[src/rtl/seq_array_multiplier_pkg.sv]
// Shared state encoding and limits for the iterative shift-add multiplier.
package mult_pkg;
  typedef enum logic [1:0] {
    IDLE = 2'd0,
    CALC = 2'd1,
    DONE = 2'd2
  } mult_state_t;

  localparam int MULT_MAX_WIDTH = 32;
endpackage

[src/rtl/seq_array_multiplier_if.sv]
// Operand/result handshake bundle; master is the operand source plus result sink.
interface seq_array_multiplier_if #(parameter int WIDTH = 8);
  logic                 in_valid;
  logic                 in_ready;
  logic [WIDTH-1:0]     a;
  logic [WIDTH-1:0]     b;
  logic                 out_valid;
  logic                 out_ready;
  logic [2*WIDTH-1:0]   product;
  logic                 busy;

  modport master (
    output in_valid, a, b, out_ready,
    input  in_ready, out_valid, product, busy
  );

  modport slave (
    input  in_valid, a, b, out_ready,
    output in_ready, out_valid, product, busy
  );
endinterface

[src/rtl/seq_array_multiplier_add_row.sv]
// Single WIDTH-bit adder row with carry out, reused every iteration of the multiplier.
module mult_add_row #(
  parameter int WIDTH = 8
) (
  input  logic [WIDTH-1:0] i_a,
  input  logic [WIDTH-1:0] i_b,
  output logic [WIDTH-1:0] o_sum,
  output logic             o_cout
);
  assign {o_cout, o_sum} = {1'b0, i_a} + {1'b0, i_b};
endmodule

[src/rtl/seq_array_multiplier.sv]
// WIDTH x WIDTH shift-add multiplier, one adder row per cycle, product after WIDTH cycles.
// Optional MULT_SIGNED_EN: two's complement operands/product via magnitude multiply and sign fix-up.
module seq_array_multiplier
  import mult_pkg::*;
#(
  parameter int WIDTH = 8
) (
  input  logic                 clk,
  input  logic                 rst,
  seq_array_multiplier_if.slave bus
);
  localparam int              CNT_W = $clog2(WIDTH + 1);
  localparam logic [CNT_W-1:0] LAST = CNT_W'(WIDTH - 1);

  if (WIDTH < 2 || WIDTH > MULT_MAX_WIDTH) begin : g_bad_width
    $error("seq_array_multiplier: WIDTH out of range");
  end

  mult_state_t        r_state;
  mult_state_t        w_state_nxt;
  logic [WIDTH-1:0]   r_mcand;
  logic [2*WIDTH-1:0] r_acc;
  logic [2*WIDTH-1:0] r_product;
  logic [CNT_W-1:0]   r_cnt;

  logic [WIDTH-1:0]   w_a_mag;
  logic [WIDTH-1:0]   w_b_mag;
  logic [WIDTH-1:0]   w_addend;
  logic [WIDTH-1:0]   w_sum;
  logic               w_cout;
  logic [2*WIDTH-1:0] w_acc_step;
  logic [2*WIDTH-1:0] w_result;
  logic               w_accept;
  logic               w_last;

`ifdef MULT_SIGNED_EN
  logic r_neg;

  // -2^(W-1) negates to itself, which is the correct unsigned magnitude.
  assign w_a_mag  = bus.a[WIDTH-1] ? -bus.a : bus.a;
  assign w_b_mag  = bus.b[WIDTH-1] ? -bus.b : bus.b;
  assign w_result = r_neg ? -w_acc_step : w_acc_step;

  always_ff @(posedge clk) begin
    if (rst) begin
      r_neg <= 1'b0;
    end else if (w_accept) begin
      r_neg <= bus.a[WIDTH-1] ^ bus.b[WIDTH-1];
    end
  end
`else
  assign w_a_mag  = bus.a;
  assign w_b_mag  = bus.b;
  assign w_result = w_acc_step;
`endif

  assign w_addend = r_acc[0] ? r_mcand : '0;

  mult_add_row #(.WIDTH(WIDTH)) u_add_row (
    .i_a    (r_acc[2*WIDTH-1:WIDTH]),
    .i_b    (w_addend),
    .o_sum  (w_sum),
    .o_cout (w_cout)
  );

  // Carry lands in the top bit as the partial product shifts right.
  assign w_acc_step = {w_cout, w_sum, r_acc[WIDTH-1:1]};
  assign w_accept   = (r_state == IDLE) && bus.in_valid;
  assign w_last     = (r_cnt == LAST);

  always_ff @(posedge clk) begin
    if (rst) begin
      r_state <= IDLE;
    end else begin
      r_state <= w_state_nxt;
    end
  end

  always_comb begin
    w_state_nxt = r_state;
    case (r_state)
      IDLE:    if (bus.in_valid)  w_state_nxt = CALC;
      CALC:    if (w_last)        w_state_nxt = DONE;
      DONE:    if (bus.out_ready) w_state_nxt = IDLE;
      default:                    w_state_nxt = IDLE;
    endcase
  end

  always_ff @(posedge clk) begin
    if (rst) begin
      r_mcand   <= '0;
      r_acc     <= '0;
      r_cnt     <= '0;
      r_product <= '0;
    end else if (w_accept) begin
      r_mcand <= w_a_mag;
      r_acc   <= {{WIDTH{1'b0}}, w_b_mag};
      r_cnt   <= '0;
    end else if (r_state == CALC) begin
      r_acc <= w_acc_step;
      r_cnt <= r_cnt + CNT_W'(1);
      if (w_last) begin
        r_product <= w_result;
      end
    end
  end

  assign bus.in_ready  = (r_state == IDLE);
  assign bus.out_valid = (r_state == DONE);
  assign bus.busy      = (r_state != IDLE);
  assign bus.product   = r_product;
endmodule

[src/flat_wrapper.sv]
// flat-port wrapper written by rule: the top's interface ports become plain ports
module seq_array_multiplier_flat import mult_pkg::*;
#(
  parameter int WIDTH = 8
)
  (clk, rst, bus_in_valid, bus_a, bus_b, bus_out_ready, bus_in_ready, bus_out_valid, bus_product, bus_busy);
  seq_array_multiplier_if #(.WIDTH(WIDTH)) bus_i ();
  input  logic clk;
  input  logic rst;
  input wire logic [$bits(bus_i.in_valid)-1:0] bus_in_valid;
  input wire logic [$bits(bus_i.a)-1:0] bus_a;
  input wire logic [$bits(bus_i.b)-1:0] bus_b;
  input wire logic [$bits(bus_i.out_ready)-1:0] bus_out_ready;
  output wire logic [$bits(bus_i.in_ready)-1:0] bus_in_ready;
  output wire logic [$bits(bus_i.out_valid)-1:0] bus_out_valid;
  output wire logic [$bits(bus_i.product)-1:0] bus_product;
  output wire logic [$bits(bus_i.busy)-1:0] bus_busy;
  assign bus_i.in_valid = bus_in_valid;
  assign bus_i.a = bus_a;
  assign bus_i.b = bus_b;
  assign bus_i.out_ready = bus_out_ready;
  assign bus_in_ready = bus_i.in_ready;
  assign bus_out_valid = bus_i.out_valid;
  assign bus_product = bus_i.product;
  assign bus_busy = bus_i.busy;
  seq_array_multiplier #(.WIDTH(WIDTH)) u_core (.clk(clk), .rst(rst), .bus(bus_i));
endmodule
[config.mk]
export PLATFORM = sky130hd
export DESIGN_NAME = seq_array_multiplier_flat
export DESIGN_NICKNAME = d
export VERILOG_FILES = /design/src/rtl/seq_array_multiplier_pkg.sv /design/src/rtl/seq_array_multiplier_if.sv /design/src/rtl/seq_array_multiplier_add_row.sv /design/src/rtl/seq_array_multiplier.sv /design/src/flat_wrapper.sv
export SDC_FILE = /design/constraint.sdc
export NUM_CORES = 1
export LEC_CHECK = 0
export BUFFER_PORTS_ARGS = -buffer_cell sky130_fd_sc_hd__buf_4
export CAP_MARGIN = 15
export CORE_MARGIN = 2
export CORE_UTILIZATION = 55
export CTS_CLUSTER_SIZE = 28
export DETAILED_ROUTE_END_ITERATION = 8
export PLACE_DENSITY = 0.75
export SYNTH_ARGS = -nofsm -noshare
export SYNTH_HDL_FRONTEND = slang
export SYNTH_HIERARCHICAL = 1
export SYNTH_SLANG_ARGS = --single-unit
[constraint.sdc]
create_clock -name clk -period 2.4 [get_ports clk]
set_clock_uncertainty 0.15 [all_clocks]
set_input_delay 0.12 -clock clk [delete_from_list [all_inputs] [get_ports clk]]
set_output_delay 0.12 -clock clk [all_outputs]
set_load 0.1 [all_outputs]
# Word-level counts from Yosys, hierarchy flattened

Cells that the tools add are included.

Flip-flop bits (word level): 46
Input bits: 20
Word-level logic and storage cells: 29

$add $sub $neg: 2
Eq/ne operators: 6
Mux-type cells: 7
Bitwise operators: 1
Reduce and logical (&&, ||, !) cells: 7

Operator list:

| operator              | count |
|---|---|
| $mux W8               | 3 |
| $add A8 B8 Y9         | 1 |
| $mux W2               | 3 |
| $pmux W2 S3           | 1 |
| $reduce_and A3 Y1     | 2 |
| $add A4 B1 Y4 const B | 1 |
| $eq A4 B3 Y1 const B  | 1 |
| $ne A2 B2 Y1 const B  | 2 |
| $reduce_bool A2 Y1    | 2 |
| $eq A2 B1 Y1 const B  | 1 |
| $eq A2 B2 Y1 const B  | 1 |
| $logic_not A2 Y1      | 1 |
| $ne A2 B1 Y1 const B  | 1 |
| $reduce_or A2 Y1      | 1 |
| $logic_and A1 B1 Y1   | 1 |
| $not A1 Y1            | 1 |

# Depth between registers and ports, before layout

Depth in word-level cells: 4
Gate-level depth with buffers: 9
Depth with buffers taken out: 9

# By module

Netlist, hierarchy kept.

By module, submodules not included:

| module               | instances | cells each | area an instance (um^2) |
|---|---|---|---|
| seq_array_multiplier | 1         | 222        | 1983.2 |
| mult_add_row         | 1         | 42         | 324.1 |

# Worst setup path after synthesis

Ideal clock, no wire load.

Path type: reg2out
Start: register u_core.r_state[0]
End: output bus_busy
Data arrival time: 2.585 ns
Data required time: 2.130 ns
Setup slack: -0.455 ns
Cell stages (with the launch flop): 3
Buffers on the path: 0
Path through: dfxtp_1 > nor2_1 > inv_1

Word-level cells in the longest chain between the ends: 1

RTL lines:

| element                  | RTL line                    | source |
|---|---|---|
| start: declaration       | seq_array_multiplier.sv:19  | `mult_state_t r_state;` |
| start signal: assignment | seq_array_multiplier.sv:75  | `r_state <= w_state_nxt;` |
| $reduce_bool A2 Y1       | seq_array_multiplier.sv:110 | `assign bus.busy = (r_state != IDLE);` |
| end: declaration         | flat_wrapper.sv:17          | `output wire logic [$bits(bus_i.busy)-1:0] bus_busy;` |

Every way passes these cells.

# Worst setup path after layout

Start: register u_core.r_acc[0]
End: register u_core.r_product[15], in the netlist u_core/bus.product[15]

Word-level cells in the longest chain between the ends: 2

RTL lines:

| element                  | RTL line                           | source |
|---|---|---|
| start: declaration       | seq_array_multiplier.sv:22         | `logic [2*WIDTH-1:0] r_acc;` |
| start signal: assignment | seq_array_multiplier.sv:97         | `r_acc <= {{WIDTH{1'b0}}, w_b_mag};` |
| start signal: assignment | seq_array_multiplier.sv:100        | `r_acc <= w_acc_step;` |
| $mux W8                  | seq_array_multiplier.sv:57         | `assign w_addend = r_acc[0] ? r_mcand : '0;` |
| net u_core.w_addend[0]   | seq_array_multiplier.sv:28         | `logic [WIDTH-1:0] w_addend;` |
| $add A8 B8 Y9            | seq_array_multiplier_add_row.sv:10 | `assign {o_cout, o_sum} = {1'b0, i_a} + {1'b0, i_b};` |
| net u_core.w_cout        | seq_array_multiplier.sv:30         | `logic w_cout;` |
| end signal: assignment   | seq_array_multiplier.sv:103        | `r_product <= w_result;` |
| end: declaration         | seq_array_multiplier.sv:23         | `logic [2*WIDTH-1:0] r_product;` |

The timed path passes the listed nets, and every way through them passes these cells.
A chain may end at the register's enable or synchronous reset.

==> qor.csv <==
metric;value;unit
detail_route.wl_per_cell;13.2;µm
totalWireLength;4810;µm
min_period_over_period;89.3;%
synth_top_cell_area_share;39.9;%
port_buffers;38;
synth.top_cells.by_area;dfxtp_1 (40%), nand2b_1 (8.7%), mux2i_1 (7.4%);
worstSetupPathType;reg -> reg;
min_period;2.14;ns
status;complete, no violations;
first_pass_iters;4;
setup_slack;0.258;ns
fp.coreArea;4030;µm²
route.detailed.drc;0;
finalSetupViolations;0;
cap_violations;0;
worst_case_register_to_register_setup_slack;0.26;ns
synthCells;264;
initial_core_utilization;57.3;%
hold_violations;0;
max-clock-path-buffers;2;
syn-cell-area;2310;µm²
design.final.nets;344;
postSynthRegisterBits;46;
total_leakage_power;1.16;nW
setup_repair_after_global_routing_missed_its_margin;no;
post_cts_resized;0;
f_max;0.467;GHz
vias_per_cell;5.28;
floorplan.rows;23;
antenna_cells_inserted;0;
chipWidth;68.8;µm
yosys.cell_count.top_type;dfxtp_1;
reg2regPathDepth;9;
chipHeight;68.8;µm
grt_first_pass_wirelength;7760;µm
peakVddDrop;0.000397;V
grt_antenna_before_repair;0;
rr_startpoint;u_core/r_acc[0]$_SDFFE_PP0P_;
setup_crit_start;u_core/r_acc[0]$_SDFFE_PP0P_;
async_flop_share;0;%
cts_root_buf;clkbuf_8;
worst-path-max-fanout;9;
max-slew-margin-rel;56.5;%
endpoint_type_of_the_worst_setup_path;flop;
hpwlAfterDp;3060;µm
number_of_vias_in_the_routed_layout;1929;
syn_to_final_growth;24.9;%
hold_ws;0.0840;ns
timing.critical_path.arrival;2.15;ns
pin_count_of_the_biggest_net_entering_global_routing;52;
final_max_slew_viol_count;0;
tritoncts_num_sinks;46;
cp-start-kind;flop;
synth_cell_type_count;39;
detailed_route_iter0_violations;94;
die_area;4730;µm²
synth_fp_nets;294;
clk_pin_slew;0.08;ns
tritoncts;done;
h-tree-depth;2;
postCtsHoldBufs;17;
dpl_worst_slack;0.280;ns
grt_util_all_layers;22.2;%
critical_path_required;2.41;ns
synthFlopType;dfxtp_1;
first_global_vias;1733;
clock_insertion_delay_worst_skew;0.30;ns
worst_r2r_end;u_core/bus.product[15]$_SDFFE_PP0P_;
worst_slew_pin_slew;0.651;ns
post_synth.cell_area_avg;8.74;µm²
drt.antenna.violating_nets;0;
globalplace.congestion;0.875;
hp-class;in -> reg;
ioPinCount;39;
cts_post_setup_buffers_inserted;0;
netlist_top_cells_count;dfxtp_1 (46), nand2_1 (44), nand2b_1 (32);
synth_edf_count;0;
tns;0;ns
cp-endpoint;u_core/bus.product[15]$_SDFFE_PP0P_;
numCtsBuffers;5;
power.density;589;nW/µm²
ys_seq_area_share;39.9;%
gr-total-overflow;0;
drive_above_1_share;17.8;%
synth.yosys.warnings;6;
synth_top_cell_by_area;dfxtp_1;
-- worst min-delay path by stage --
stage                         from                             end  slack [ns]  depth (start not counted)
after floorplan           bus_a[0]  u_core/r_mcand[0]$_SDFFE_PP0P_        0.11                          2
after global placement    bus_a[7]  u_core/r_mcand[7]$_SDFFE_PP0P_        0.22                          3
after detailed placement  bus_a[2]  u_core/r_mcand[2]$_SDFFE_PP0P_        0.23                          3
after CTS                      rst  u_core/r_state[0]$_SDFFE_PP0P_        0.08                          2
after global routing           rst  u_core/r_state[0]$_SDFFE_PP0P_        0.10                          2
final                          rst  u_core/r_state[0]$_SDFFE_PP0P_        0.08                          2
-- metrics by stage --
| step | total power, mW | instance area [µm²] | std cells | utilization, % |
|---|---|---|---|---|
| finish | 1.70 | 2880 | 365 | 71.6 |
| global route | 1.77 | 2880 | 365 | 71.6 |
| CTS | 1.71 | 2880 | 365 | 71.6 |
| detailed placement | 0.991 | 2570 | 340 | 63.8 |
| global placement | 0.989 | 2570 | 340 | 63.8 |
| floorplan | 0.950 | 2310 | 264 | - |
-- per-layer routing --
layer / global-route usage, % / share of wire, %
met5: 0 / 0
met1: 29.6 / 50
met4: 6.86 / 1.1
met2: 35.3 / 43
met3: 5.52 / 4.9
-- worst max-delay path, stage by stage (launching register included) --
cell and delay [ns]:
dfxtp_1 0.36, and2_1 0.16, ha_1 0.21, fa_1 0.40, a21oi_1 0.21, nor2_1 0.06
nor2_1 0.15, o21ai_0 0.15, nand2b_1 0.09, mux2i_1 0.06
-- area by class of cell --
| class | count | area, µm² |
|---|---|---|
| fillers | 332 | 1150 |
| clock buffers | 6 | 82.6 |
| well taps | 50 | 62.6 |
| multi-input cells | 200 | 1270 |
| clock inverters | 2 | 60.1 |
| inverters | 4 | 15.0 |
| flip-flops and latches | 46 | 921 |
| repair buffers | 57 | 470 |
-- layout by cell type, fill, tap and decap left out, types with 3 or more instances in the layout --
cell type and count:
a211oi_1 7, a21oi_1 31, and2_1 8, buf_4 40
clkbuf_8 6, dfxtp_1 46, dlygate4sd3_1 17, ha_1 9
inv_1 3, mux2i_1 17, nand2_1 44, nand2b_1 32
nand3_1 4, nor2_1 12, nor2b_1 4, xnor2_1 3
xor2_1 3
-- cell families (layout without fill, tap and decap cells) --
logic type                 after synthesis  after routing  synth area share, %
DFF                                     46             46                 39.9
buffers and inverters                   18             69                 5.10
adders and majority gates               10             10                 5.75
xor gates and xnor gates                 6              6                 2.28
muxes                                   17             17                 7.38
AOI/OAI and AO/OA                       50             50                 13.2
and+or+nand+nor                        117            117                 26.4
-- where the power goes --
group / total, mW / leakage (nW) / switching [mW] / internal (mW)
Clock: 0.699 / 0.0714 / 0.255 / 0.444
Combinational: 0.192 / 0.712 / 0.106 / 0.0859
Sequential: 0.806 / 0.374 / 0.0196 / 0.786
-- registers in the layout, indices dropped and copies added, names as in the netlist --
register and flops:
u_core/r_mcand 8, u_core/r_state 2, u_core/r_acc 16, u_core/bus.product 16
u_core/r_cnt 4
Note: power is estimated with default switching activity, not from simulation.
